**config.mk**
```make
export PLATFORM = sky130hd
export DESIGN_NAME = mem_loader
export DESIGN_NICKNAME = d
export VERILOG_FILES = /design/src/rtl/mem_loader.sv
export SDC_FILE = /design/constraint.sdc
export NUM_CORES = 1
export LEC_CHECK = 0
export ABC_AREA = 1
export CAP_MARGIN = 10
export CELL_PAD_IN_SITES_DETAIL_PLACEMENT = 2
export CELL_PAD_IN_SITES_GLOBAL_PLACEMENT = 2
export CORE_UTILIZATION = 25
export DETAILED_ROUTE_END_ITERATION = 12
export GPL_ROUTABILITY_DRIVEN = 1
export PLACE_DENSITY_LB_ADDON = 0.1
export SLEW_MARGIN = 10
export SYNTH_ARGS = -nofsm -noshare
export SYNTH_HDL_FRONTEND = slang
export SYNTH_SLANG_ARGS = --single-unit
```
**constraint.sdc**
```tcl
create_clock -name CLK -period 2.3 [get_ports CLK]
set_clock_uncertainty 0.15 [all_clocks]
set_input_delay 0.69 -clock CLK [delete_from_list [all_inputs] [get_ports CLK]]
set_output_delay 0.69 -clock CLK [all_outputs]
set_load 0.005 [all_outputs]
```
**src/rtl/mem_loader.sv**
```systemverilog
// Streams a program image into a word memory, then releases the CPU and times its run.
// Optional LOADER_ZERO_FILL_EN: zero the memory above the image before starting the CPU.
module mem_loader #(
  parameter int DEPTH  = 512,
  parameter int ADDR_W = 9
) (
  input  logic              CLK,
  input  logic              RESET,
  input  logic              in_valid,
  output logic              in_ready,
  input  logic [31:0]       in_data,
  input  logic              in_last,
  output logic              mem_we,
  output logic [ADDR_W-1:0] mem_addr,
  output logic [31:0]       mem_wdata,
  output logic              cpu_start,
  input  logic              finish,
  output logic [ADDR_W:0]   load_count,
  output logic [31:0]       cycle_count,
  output logic              trunc_err
);

`ifdef LOADER_ZERO_FILL_EN
  typedef enum logic [1:0] {LOAD, CLEAR, RUN, DONE} state_t;
  logic [ADDR_W:0] clr_addr;
`else
  typedef enum logic [1:0] {LOAD, RUN, DONE} state_t;
`endif

  localparam logic [ADDR_W:0] LAST_IDX = (ADDR_W+1)'(DEPTH - 1);
  localparam logic [ADDR_W:0] FULL     = (ADDR_W+1)'(DEPTH);

  state_t          state;
  logic            accept, end_load, fin;
  logic [ADDR_W:0] cnt_nxt;

  assign accept   = in_valid & in_ready;
  assign end_load = in_last | (load_count == LAST_IDX);
  assign cnt_nxt  = load_count + 1'b1;
  // An unknown halt line must never stop the run.
  assign fin      = (finish === 1'b1);

  always_ff @(posedge CLK) begin
    if (RESET) begin
      state       <= LOAD;
      in_ready    <= 1'b1;
      mem_we      <= 1'b0;
      mem_addr    <= '0;
      mem_wdata   <= '0;
      cpu_start   <= 1'b0;
      load_count  <= '0;
      cycle_count <= '0;
      trunc_err   <= 1'b0;
`ifdef LOADER_ZERO_FILL_EN
      clr_addr    <= '0;
`endif
    end else begin
      mem_we <= 1'b0;
      case (state)
        LOAD: if (accept) begin
          mem_we     <= 1'b1;
          mem_addr   <= load_count[ADDR_W-1:0];
          mem_wdata  <= in_data;
          load_count <= cnt_nxt;
          if (end_load) begin
            in_ready <= 1'b0;
            if (!in_last) trunc_err <= 1'b1;
`ifdef LOADER_ZERO_FILL_EN
            if (cnt_nxt == FULL) state <= RUN;
            else begin
              state    <= CLEAR;
              clr_addr <= cnt_nxt;
            end
`else
            state <= RUN;
`endif
          end
        end
`ifdef LOADER_ZERO_FILL_EN
        CLEAR: begin
          mem_we    <= 1'b1;
          mem_addr  <= clr_addr[ADDR_W-1:0];
          mem_wdata <= '0;
          clr_addr  <= clr_addr + 1'b1;
          if (clr_addr == LAST_IDX) state <= RUN;
        end
`endif
        // First RUN cycle only raises cpu_start, so the final write lands before the CPU runs.
        RUN: begin
          if (!cpu_start)                cpu_start   <= 1'b1;
          else if (fin)                  state       <= DONE;
          else if (cycle_count != '1)    cycle_count <= cycle_count + 1'b1;
        end
        DONE: ;
        default: state <= LOAD;
      endcase
    end
  end

`ifndef LOADER_ZERO_FILL_EN
  logic unused_full;
  assign unused_full = |FULL;
`endif

endmodule

```
==> impl_metrics.toml <==
[grt]
overflow = 0
grt_pass1_wl_um = 25280
grt_util_all_layers_pct = 18.31
antenna_found_initial = 0
grt_pass1_vias = 4905
grt_max_degree = 54

[detailed_routing]
first_pass_iters = 4
via_per_inst = 4.636
drcViolationCount = 0
routedWlPerCell_um = 15.79
via_count = 4511
ant_nets = 0
drtIter0Drc = 88
drt-total-wl_um = 15360

[placement]
pre_cts_slack_ns = -0.07237
portBuffers = 123
dp_hpwl_um = 11610
place.gp.congestion = 0.7653

[setup_path]
critPathLaunchType = "register"
required_ns = 1.46
r2r-end = "cycle_count[22]"
reg2reg_depth = 10
crit_arrival_ns = 1.40
critical_path_class = "register to primary output"
critical_path.startpoint = "cycle_count[21]"
crit_family = "buffers and inverters"
crit_path_cell_trace = "clkdlybuf4s50_1"
endpoint_kind = "primary output"
cp.depth = 1
reg2reg_from = "cycle_count[1]"
slowest_delay_ns = 0.56
critPathCapture = "cycle_count[21]"
critical-path-slowest-cell = "clkdlybuf4s50_1"
ff2ff_setup_slack_ns = 0.18
cp_max_fo = 6
path_buf_inv = 1

[clocking]
numCtsBuffers = 9
clock_sinks = 89
cts_tree = "built"
postCtsHoldBufs = 0
clk_pin_slew_ns = 0.07
postCtsSetupBuffers = 0
cts_max_level = 3
clockBufferDepth = 2
root_buffer = "clkbuf_16"
clk_latency_ns = 0.35
cts-resized-gates = 0

[synth]
async_flop_share_pct = 0
synth_top_area_share_pct = 42.19
syn_avg_cell_area_sq_um = 6.866
synth_common_cells = "150 x nand2_1, 134 x nor2_1, 89 x dfxtp_1"
synth_cells = 615
synth_largest_area_cell = "dfxtp_1"
synthTopCellsByArea = "dfxtp_1 42%, nand2_1 13%, nor2_1 12%, o21ai_0 6.2%, a21oi_1 3.9%"
synthDistinctLibCells = 32
synth_seq_cells = 89
yosysSeqAreaShare_pct = 42.19
synth_flop_cell = "dfxtp_1"
synth_edf_count = 0
synth_nets = 654
syn_area_sq_um = 4223
yosys_warnings = 0
yosysMostFrequentCell = "nand2_1"

[floorplanning]
die_area_sq_um = 17410
row_count = 47
fp.dieH_um = 132.0
start_util_pct = 25.55
io_pins = 124
core_sq_um = 16520
die_w_um = 132.0

[sta]
final.min_clock_period_ns = 2.242
rsz0062_at_grt = "no"
setup_viol = 0
period_share_pct = 97.48
hold_ws_ns = 0.3292
setup_ws_ns = 0.05805
setup_tns_ns = 0
slew_headroom_pct = 66.04
max_freq_mhz = 446.0
hold_viol_final = 0
slew_viol_final = 0
tightestPinTransition_ns = 0.5093

[power]
total_power_mw = 3.711
pwr_density_cell_nw_per_um2 = 608.0
vdd_drop_max_v = 0.0003576
p_leak_nw = 2.217

[layout]
syn2layout_area_growth_pct = 44.53
diodes = 0
regArea_sq_um = 1782
fillCellCount = 1947
drive_gt1_share_pct = 9.960
multi_input_area_sq_um = 2168
nets = 787

[hold_path]
hold_class = "register to register"

[run_status]
status = "finished clean"

[flow_run]
max_cap_viol_count = 0
## through the flow
stage,instance area [sq um],util [%],std cells
global route,6103,36.94,973
detailed placement,5787,35.02,957
global placement,5787,35.02,957
floorplan,4223,-,615
CTS,6100,36.91,973
finish,6103,36.94,973
## layout make-up
class	instances	area share (%)
clock inverters	5	0.9840
multi-input cells	462	35.53
repair buffers	146	23.19
inverters	40	2.460
clock buffers	11	4.141
well taps	220	4.510
flip-flops and latches	89	29.19
## kinds of logic (layout without fill, tap and decap cells)
kind of cell | count (synthesis) | count (layout) | synth area share (%)
buf+inv | 64 | 202 | 6.459
simple gates | 350 | 350 | 35.61
compound gates | 98 | 98 | 12.65
flops | 89 | 89 | 42.19
fa+ha+maj | 2 | 2 | 0.5925
xor+xnor | 12 | 12 | 2.489
## per-layer routing
metal | wire length (um) | global-route usage [%] | vias up
li1 | - | - | 2218
met1 | 6332 | 20.11 | 2189
met2 | 7897 | 33.95 | 88
met3 | 860 | 4.537 | 16
met4 | 269 | 6.460 | 0
met5 | 0 | 0 | -
## layout by cell type, fill, tap and decap left out, types with 3 or more instances in the layout
cell type        count
o21ai_0             52
nand3_1             23
xnor2_1              6
clkdlybuf4s50_1    122
clkbuf_16            9
xor2_1               6
nand2_1            150
a21oi_2             10
dfxtp_1             89
nand2_2             14
nor3_1               3
a21oi_1             33
buf_4               21
inv_1               38
nand4_1              5
nand3b_1            11
nor2_1             134
## power by group
group	leakage [nW]	switching (mW)	internal, mW
combinational	1.34	0.210	0.251
clock	0.153	0.672	0.909
sequential	0.727	0.0472	1.62
## flip-flops by register name (all words and copies together), names as in the netlist
| signal | count |
|---|---|
| mem_we | 1 |
| in_ready | 1 |
| cpu_start | 1 |
| mem_wdata | 32 |
| mem_addr | 9 |
| trunc_err | 1 |
| state | 2 |
| load_count | 10 |
| cycle_count | 32 |
## worst min path at each step
stage | endpoint | cells after the start | slack (ns) | from
6_report | trunc_err | 2 | 0.33 | trunc_err
5_1_grt | mem_wdata[21] | 2 | 0.36 | mem_wdata[21]
4_1_cts | trunc_err | 2 | 0.34 | trunc_err
3_5_place_dp | trunc_err | 2 | 0.32 | trunc_err
3_3_place_gp | mem_wdata[22] | 2 | 0.31 | mem_wdata[22]
2_1_floorplan | in_ready | 2 | 0.31 | in_ready
Power figures use the tool's default switching activity.
